<file path="config.mk">
export PLATFORM = sky130hd
export DESIGN_NAME = nearest_decimation_flat
export DESIGN_NICKNAME = d
export VERILOG_FILES = /design/src/rtl/nearest_decimation_if.sv /design/src/rtl/nearest_decimation.sv /design/src/flat_wrapper.sv
export SDC_FILE = /design/constraint.sdc
export NUM_CORES = 1
export LEC_CHECK = 0
export BUFFER_PORTS_ARGS = -buffer_cell sky130_fd_sc_hd__buf_2
export CAP_MARGIN = 20
export CORE_ASPECT_RATIO = 0.5
export CORE_MARGIN = 2
export CORE_UTILIZATION = 30
export CTS_CLUSTER_SIZE = 14
export DETAILED_ROUTE_END_ITERATION = 10
export GPL_TIMING_DRIVEN = 0
export PLACE_DENSITY = 0.52
export SETUP_SLACK_MARGIN = 0.5
export SYNTH_ARGS = -nofsm -noshare
export SYNTH_HDL_FRONTEND = slang
export SYNTH_SLANG_ARGS = --single-unit
</file>
<file path="constraint.sdc">
create_clock -name clk_in1 -period 3.78 [get_ports clk_in1]
set_input_delay 0.756 -clock clk_in1 [delete_from_list [all_inputs] [get_ports clk_in1]]
set_output_delay 0.756 -clock clk_in1 [all_outputs]
set_load 0.02 [all_outputs]
</file>
<file path="src/rtl/nearest_decimation_if.sv">
// rtl/nearest_decimation_if.sv - vsync/href/gray pixel stream bundle
interface nearest_decimation_if;
  logic       vsync;
  logic       href;
  logic [7:0] gray;

  modport master (output vsync, output href, output gray);
  modport slave  (input  vsync, input  href, input  gray);
endinterface

</file>
<file path="src/rtl/nearest_decimation.sv">
// rtl/nearest_decimation.sv - nearest-neighbour frame downscaler for the gray stream
module nearest_decimation #(
  parameter logic [10:0] C_SRC_IMG_WIDTH  = 11'd1920,
  parameter logic [10:0] C_SRC_IMG_HEIGHT = 11'd1080,
  parameter logic [10:0] C_DST_IMG_WIDTH  = 11'd640,
  parameter logic [10:0] C_DST_IMG_HEIGHT = 11'd480,
  parameter logic [23:0] C_X_RATIO        = 24'h030000,
  parameter logic [23:0] C_Y_RATIO        = 24'h024000
) (
  input  logic                        clk_in1,
  input  logic                        rst,
  nearest_decimation_if.slave         per_img,
  nearest_decimation_if.master        post_img,
  output logic                        frame_short
);

  typedef enum logic [1:0] {S_IDLE, S_ACTIVE, S_DONE} state_t;

  state_t      r_state;
  logic        r_vsync_dly;
  logic        r_href_dly;
  logic        r_armed;
  logic [10:0] r_hs_cnt;
  logic [10:0] r_vs_cnt;
  logic [10:0] r_dst_x_cnt;
  logic [10:0] r_dst_y_cnt;
  logic [26:0] r_x_acc;
  logic [26:0] r_y_acc;

  logic        w_vs_rise;
  logic        w_href_neg;
  logic [10:0] w_x_tgt;
  logic [10:0] w_y_tgt;
  logic        w_row_hit;
  logic        w_keep;

  // A rise only counts once vsync has been seen low since reset, so a frame
  // already in progress when reset drops is ignored until the next one starts.
  assign w_vs_rise  = per_img.vsync & ~r_vsync_dly & r_armed;
  assign w_href_neg = r_href_dly & ~per_img.href;

  // Round-to-nearest destination grid point in source coordinates.
  assign w_x_tgt = r_x_acc[26:16] + {10'd0, r_x_acc[15]};
  assign w_y_tgt = r_y_acc[26:16] + {10'd0, r_y_acc[15]};

  // Source-window guards keep a mismatched ratio from emitting beyond the frame.
  assign w_row_hit = (r_vs_cnt == w_y_tgt) & (r_dst_y_cnt < C_DST_IMG_HEIGHT)
                   & (r_vs_cnt < C_SRC_IMG_HEIGHT);

  assign w_keep = (r_state == S_ACTIVE) & per_img.vsync & per_img.href & w_row_hit
                & (r_hs_cnt == w_x_tgt) & (r_dst_x_cnt < C_DST_IMG_WIDTH)
                & (r_hs_cnt < C_SRC_IMG_WIDTH);

  assign post_img.vsync = r_vsync_dly;

  // Frame FSM, source/destination counters, accumulators and registered outputs.
  always_ff @(posedge clk_in1) begin
    if (rst) begin
      r_state       <= S_IDLE;
      r_vsync_dly   <= 1'b0;
      r_href_dly    <= 1'b0;
      r_armed       <= ~per_img.vsync;
      r_hs_cnt      <= 11'd0;
      r_vs_cnt      <= 11'd0;
      r_dst_x_cnt   <= 11'd0;
      r_dst_y_cnt   <= 11'd0;
      r_x_acc       <= 27'd0;
      r_y_acc       <= 27'd0;
      post_img.href <= 1'b0;
      post_img.gray <= 8'd0;
      frame_short   <= 1'b0;
    end else begin
      r_vsync_dly   <= per_img.vsync;
      r_href_dly    <= per_img.href;
      r_armed       <= r_armed | ~per_img.vsync;
      post_img.href <= w_keep;
      if (w_keep) begin
        post_img.gray <= per_img.gray;
      end
      frame_short <= (r_state == S_ACTIVE) & r_vsync_dly & ~per_img.vsync
                   & (r_dst_y_cnt < C_DST_IMG_HEIGHT);

      case (r_state)
        S_IDLE: begin
          r_hs_cnt    <= 11'd0;
          r_vs_cnt    <= 11'd0;
          r_dst_x_cnt <= 11'd0;
          r_dst_y_cnt <= 11'd0;
          r_x_acc     <= 27'd0;
          r_y_acc     <= 27'd0;
          if (w_vs_rise) begin
            r_state <= S_ACTIVE;
          end
        end
        S_ACTIVE, S_DONE: begin
          if (!per_img.href) begin
            r_hs_cnt <= 11'd0;
          end else if (per_img.vsync) begin
            r_hs_cnt <= r_hs_cnt + 11'd1;
          end
          if (w_keep) begin
            r_x_acc     <= r_x_acc + {3'd0, C_X_RATIO};
            r_dst_x_cnt <= r_dst_x_cnt + 11'd1;
          end
          if (w_href_neg && (r_state == S_ACTIVE)) begin
            r_vs_cnt    <= r_vs_cnt + 11'd1;
            r_x_acc     <= 27'd0;
            r_dst_x_cnt <= 11'd0;
            if (w_row_hit) begin
              r_y_acc     <= r_y_acc + {3'd0, C_Y_RATIO};
              r_dst_y_cnt <= r_dst_y_cnt + 11'd1;
            end
          end
          if (!per_img.vsync) begin
            r_state <= S_IDLE;
          end else if ((r_state == S_ACTIVE) && (r_dst_y_cnt == C_DST_IMG_HEIGHT)) begin
            r_state <= S_DONE;
          end
        end
        default: r_state <= S_IDLE;
      endcase
    end
  end

endmodule

</file>
<file path="src/flat_wrapper.sv">
// flat-port wrapper written by rule: the top's interface ports become plain ports
module nearest_decimation_flat 
#(
  parameter logic [10:0] C_SRC_IMG_WIDTH  = 11'd1920,
  parameter logic [10:0] C_SRC_IMG_HEIGHT = 11'd1080,
  parameter logic [10:0] C_DST_IMG_WIDTH  = 11'd640,
  parameter logic [10:0] C_DST_IMG_HEIGHT = 11'd480,
  parameter logic [23:0] C_X_RATIO        = 24'h030000,
  parameter logic [23:0] C_Y_RATIO        = 24'h024000
)
  (clk_in1, rst, frame_short, per_img_vsync, per_img_href, per_img_gray, post_img_vsync, post_img_href, post_img_gray);
  nearest_decimation_if per_img_i ();
  nearest_decimation_if post_img_i ();
  input  logic clk_in1;
  input  logic rst;
  output logic frame_short;
  input wire logic [$bits(per_img_i.vsync)-1:0] per_img_vsync;
  input wire logic [$bits(per_img_i.href)-1:0] per_img_href;
  input wire logic [$bits(per_img_i.gray)-1:0] per_img_gray;
  output wire logic [$bits(post_img_i.vsync)-1:0] post_img_vsync;
  output wire logic [$bits(post_img_i.href)-1:0] post_img_href;
  output wire logic [$bits(post_img_i.gray)-1:0] post_img_gray;
  assign per_img_i.vsync = per_img_vsync;
  assign per_img_i.href = per_img_href;
  assign per_img_i.gray = per_img_gray;
  assign post_img_vsync = post_img_i.vsync;
  assign post_img_href = post_img_i.href;
  assign post_img_gray = post_img_i.gray;
  nearest_decimation #(.C_SRC_IMG_WIDTH(C_SRC_IMG_WIDTH), .C_SRC_IMG_HEIGHT(C_SRC_IMG_HEIGHT), .C_DST_IMG_WIDTH(C_DST_IMG_WIDTH), .C_DST_IMG_HEIGHT(C_DST_IMG_HEIGHT), .C_X_RATIO(C_X_RATIO), .C_Y_RATIO(C_Y_RATIO)) u_core (.clk_in1(clk_in1), .rst(rst), .per_img(per_img_i), .post_img(post_img_i), .frame_short(frame_short));
endmodule
</file>
-- Word level (Yosys, flattened, before mapping)
Index checks and enable logic that the tools add are counted.
- bits in registers: 113
- input bits: 12
- output and inout bits: 11
- word-level logic and storage cells: 86
- $add $sub $neg: 8
- order comparisons: 4
- eq/ne operators: 11
- muxes and demuxes: 22
- bitwise logic cells: 18
- reduce and logical (&&, ||, !) cells: 10
- operators by type and width (cell ; count):
    27-bit two-way mux ; 4
    27-bit one-hot mux with 2 select lines ; 2
    11-bit one-hot mux with 2 select lines ; 4
    11-bit two-way mux ; 7
    27-bit by 18-bit adder with 27-bit output (second input constant) ; 2
    11-bit by 1-bit adder with 11-bit output (second input constant) ; 4
    11-bit by 1-bit adder with 11-bit output ; 2
    11-bit == test ; 2
    11-bit < comparator (second input constant) ; 2
    1-bit AND ; 14
    11-bit by 9-bit == test with 1-bit output (second input constant) ; 1
    11-bit by 10-bit < comparator with 1-bit output (second input constant) ; 1
    11-bit by 9-bit < comparator with 1-bit output (second input constant) ; 1
    2-bit AND reduction ; 4
    2-bit two-way mux ; 3
    2-bit by 1-bit != test with 1-bit output (second input constant) ; 3
    2-bit one-hot mux with 2 select lines ; 1
    3-bit by 1-bit != test with 1-bit output (second input constant) ; 1
    3-bit by 2-bit != test with 1-bit output (second input constant) ; 1
    3-bit != test (second input constant) ; 1
    1-bit inverter ; 3
    3-bit AND reduction ; 1
    2-bit by 1-bit == test with 1-bit output (second input constant) ; 1
    2-bit == test (second input constant) ; 1
    other kinds (6) ; 7

-- Depth between registers and ports, before layout
- word-level depth: 11
- mapped depth: 12
- gate-level depth less buffers: 9

-- Worst setup path after synthesis
Ideal clock, no wire load.
- kind: input to register
- from: input port per_img_vsync
- to: register u_core.r_dst_x_cnt[5]
- data arrival time: 2.781 ns
- data required time: 3.663 ns
- setup slack: 0.881 ns
- cell stages on the path: 8
- buffers on the path: 1
- path through: buf_2 -> and4b_1 -> nand4_1 -> or4_1 -> nor4_2 -> nand4_2 -> or4_1 -> a32o_1
- word-level cells in the longest chain between the ends: 8
- ends and longest elaborated chain (element ; RTL line ; source):
    from (decl) ; flat_wrapper.sv:17 ; input wire logic [$bits(per_img_i.vsync)-1:0] per_img_vsync;
    1-bit AND (3 in a row) ; nearest_decimation.sv:50 ; assign w_keep = (r_state == S_ACTIVE) & per_img.vsync & per_img.href & w_row_hit
    1-bit AND (2 in a row) ; nearest_decimation.sv:51 ; & (r_hs_cnt == w_x_tgt) & (r_dst_x_cnt < C_DST_IMG_WIDTH)
    1-bit AND ; nearest_decimation.sv:52 ; & (r_hs_cnt < C_SRC_IMG_WIDTH);
    3-bit by 1-bit != test with 1-bit output (no source line) ; n/a ;
    2-bit AND reduction (no source line) ; n/a ;
    to (signal assigned) ; nearest_decimation.sv:103 ; r_dst_x_cnt <= r_dst_x_cnt + 11'd1;
    to (decl) ; nearest_decimation.sv:25 ; logic [10:0] r_dst_x_cnt;
Every way passes these cells.
A chain may end at the register's enable or synchronous reset.

-- Worst setup path in the final report
- from: register u_core.r_x_acc[17]
- to: register u_core.r_dst_x_cnt[3]
- word-level cells in the longest chain between the ends: 7
- ends and longest elaborated chain (element ; RTL line ; source):
    from (decl) ; nearest_decimation.sv:27 ; logic [26:0] r_x_acc;
    from (signal assigned) ; nearest_decimation.sv:102 ; r_x_acc <= r_x_acc + {3'd0, C_X_RATIO};
    11-bit by 1-bit adder with 11-bit output ; nearest_decimation.sv:43 ; assign w_x_tgt = r_x_acc[26:16] + {10'd0, r_x_acc[15]};
    11-bit == test ; nearest_decimation.sv:51 ;
    1-bit AND (2 in a row) ; nearest_decimation.sv:51 ;
    1-bit AND ; nearest_decimation.sv:52 ;
    3-bit by 1-bit != test with 1-bit output (no source line) ; n/a ;
    2-bit AND reduction (no source line) ; n/a ;
Every way passes these cells.

==> metrics <==
leakage 1.86 nW; Int Power 1.38 mW; clock power share 0.426; Post-Synthesis Cells 632; worst path arrival time 3.35 ns; Area growth syn-to-layout 14.7%; Sequential Power Share 0.471; fraction of layout cells with a size suffix above 1 0.120; vias per cell 5.37; syn nets 657; Gate power share 0.103; total clock sinks 83; DRC 0; nets approximately 700; clk buf depth 2; ys flop type dfxtp_1; die footprint approximately 18000 sq um; Tmin final 3.08 ns; CP Class register to register; flop2flop setup slack 0.70 ns; Crit. End Element register; endpoint with the worst hold slack u_core.post_img.gray[0]; vias in the first global route 4414; final slew viol count 0; max-cap check violation count 0; Ant. Diodes 0; TritonCTS clock tree yes; reg2reg end u_core.r_dst_x_cnt[3]; GR Util met2 0.269; Yosys reg bits 83; # IOs 23; Starting Density 0.304; DIE HEIGHT 94.9 um; # port buffers 19; hold crit path type register to register; crit share post-route 0.816; Max IR drop VDD 0.201 mV; Slew headroom 0.484; hold_sp u_core.post_img.gray[0]; Hold Slack 0.448 ns; Critical Path Fanout Max 10; Detail Placement HPWL 10.1 mm; first drt pass iteration count 5; worst reg2reg path startpoint u_core.r_x_acc[17]; Least-Margin Pin Slew 0.774 ns; Fill cells 1738; core area 16300 sq um; H-Tree Level Count 3; DR vias 4797; met1 GRT Util 0.223; Fin Setup TNS 0 ns; RSZ-0062 raised after global routing false; number of synthesized flops with an enable pin 0; num rows 33; Clk Latency, worst-skew pair 0.34 ns; WL/cell 15.8 um; Psw about 0.5 mW; total CTS buffers 9; Die W 186 um; FMAX 324 MHz; status finished, final reports clean; total design power 1.88 mW; root buffer cell clkbuf_16; Startpoint Class register; Overflow after GRT 0; Mapped Area between 4000 and 5000 sq um; first-pass GRT wire length 22.9 mm; post-route cell area around 5700 sq um; Final WS setup around 0.7 ns; RD Place Congestion 0.824; Place WS 0.368 ns; Final Hold Vio Count 0; met3 Use GR 0.0282; initial antenna violation count 0; area of the multi-input gates 3100 sq um; DP Area 5330 sq um; Clk pin slew, worst setup/hold paths 0.06 ns; Syn Area/Cell 7.84 sq um; sw frac 0.267; YS warnings 0; hold depth 2; number of DRC markers in iteration 0 363; cell area power density 331 nW/um^2; required time worst endpoint 4.05 ns; gr busiest metal met2; register area 1660 sq um; Total GRT Usage 0.164; final WL approximately 14 mm; ys async rst share 0; largest net degree at the start of global routing 13; worst-case reg-to-reg path depth 8; post-route antenna net violation count 0; skew final 0.00982 ns; Final setup viols 0; register area share after synthesis 0.336; # hold bufs at CTS 0; Netlist cell types 66
## critical path: stages (launching register included)
cell and delay (ns):
dfxtp_1 0.38, ha_1 0.35, xnor2_1 0.19, nand4_1 0.10, or4_1 0.41, nor4_1 0.55, nand4_4 0.29, or4_1 0.56
a31oi_1 0.18
## Yosys cell counts (all sizes together) (8+ instances only)
master | instances | share of area
nand2 | 65 | 0.049
nand4 | 22 | 0.033
a31oi | 17 | 0.021
xnor2 | 21 | 0.037
o211ai | 15 | 0.023
nor3 | 17 | 0.017
dfxtp | 83 | 0.34
buf | 20 | 0.020
xor2 | 8 | 0.014
and3 | 10 | 0.013
or3 | 17 | 0.021
nor4 | 14 | 0.020
or4 | 21 | 0.033
ha | 13 | 0.033
inv | 17 | 0.013
and2 | 8 | 0.010
a21oi | 52 | 0.053
nand3 | 47 | 0.049
o21ai | 27 | 0.028
nor2 | 34 | 0.026
clkbuf | 27 | 0.021
## area by class of cell
type | count | share of cell area
plain buffers | 47 | 0.0377
inverters | 18 | 0.0119
repair buffers | 19 | 0.0167
flip-flops and latches | 83 | 0.293
well taps | 227 | 0.0500
clock inverters | 3 | 0.00264
clock buffers | 13 | 0.0423
multi-input cells | 484 | 0.546
## sequential cells by signal, indices dropped and copies added (netlist names)
| name | flops |
|---|---|
| u_core.r_hs_cnt | 11 |
| u_core.r_dst_x_cnt | 11 |
| u_core.r_y_acc | 13 |
| u_core.post_img.gray | 8 |
| u_core.r_href_dly | 1 |
| u_core.r_state | 2 |
| u_core.r_dst_y_cnt | 11 |
| u_core.frame_short | 1 |
| u_core.post_img.href | 1 |
| u_core.r_armed | 1 |
| u_core.r_x_acc | 11 |
| u_core.post_img.vsync | 1 |
| u_core.r_vs_cnt | 11 |
## stage by stage
step	cells	utilization
2_1_floorplan	632	-
3_3_place_gp	878	0.328
3_5_place_dp	878	0.328
4_1_cts	894	0.344
5_1_grt	894	0.349
6_report	894	0.349
## power groups by stage
stage | combinational (mW) | clock (mW) | sequential [mW]
after floorplan | 0.122 | 0 | 0.905
after global placement | 0.186 | 0 | 0.904
after detailed placement | 0.187 | 0 | 0.904
after CTS | 0.188 | 0.822 | 0.884
after global routing | 0.214 | 0.860 | 0.885
final | 0.193 | 0.801 | 0.885
## kinds of logic (layout without fill, tap and decap cells)
kind of cell / Yosys count / after routing / synth area share
AND/OR/NAND/NOR: 284 / 284 / 0.318
other: 1 / 1 / 0.000757
adder cells (fa/ha/maj): 13 / 13 / 0.0328
multiplexers: 7 / 7 / 0.0147
buffers and inverters: 65 / 100 / 0.0548
XOR/XNOR: 29 / 29 / 0.0513
AO/OA/AOI/OAI: 150 / 150 / 0.192
flip-flops: 83 / 83 / 0.336
## layer usage
metal / vias up / share of wire / wire, um
li1: 2408 / - / -
met1: 2276 / 0.49 / 6980
met2: 99 / 0.45 / 6390
met3: 14 / 0.039 / 557
met4: 0 / 0.013 / 179
met5: - / 0 / 0
## worst max-delay path by stage
stage | start | depth (start not counted) | endpoint | slack [ns]
floorplan | per_img_vsync | 8 | u_core.r_dst_x_cnt[5] | 0.88
global placement | u_core.r_y_acc[16] | 10 | u_core.r_x_acc[17] | 0.37
detailed placement | u_core.r_y_acc[16] | 10 | u_core.r_x_acc[17] | 0.37
CTS | u_core.r_y_acc[16] | 9 | u_core.r_y_acc[14] | 0.46
global route | u_core.r_y_acc[15] | 11 | u_core.r_y_acc[18] | 0.51
finish | u_core.r_x_acc[17] | 8 | u_core.r_dst_x_cnt[3] | 0.70
## layout by cell type (no fill, tap or decap), drive strengths merged, types with 6 or more instances in the layout
master	n
dfxtp	83
a31oi	17
a21oi	52
inv	17
o21ai	27
nand3	47
buf	35
nand2	65
xnor2	21
and3	10
clkbuf	44
nor2	34
a32oi	7
or2	6
and2	8
nor3	17
o211ai	15
ha	13
nand4	22
o31ai	6
nor4	14
or4	21
xor2	8
or3	17
## repair_timing
item                                    in CTS  in global routing
resized for setup                            4                 15
pin swaps                                    0                  2
setup buffers                                0                  0
endpoints found under the setup margin      39                 40
No activity file was read; power rests on OpenSTA's default activity.
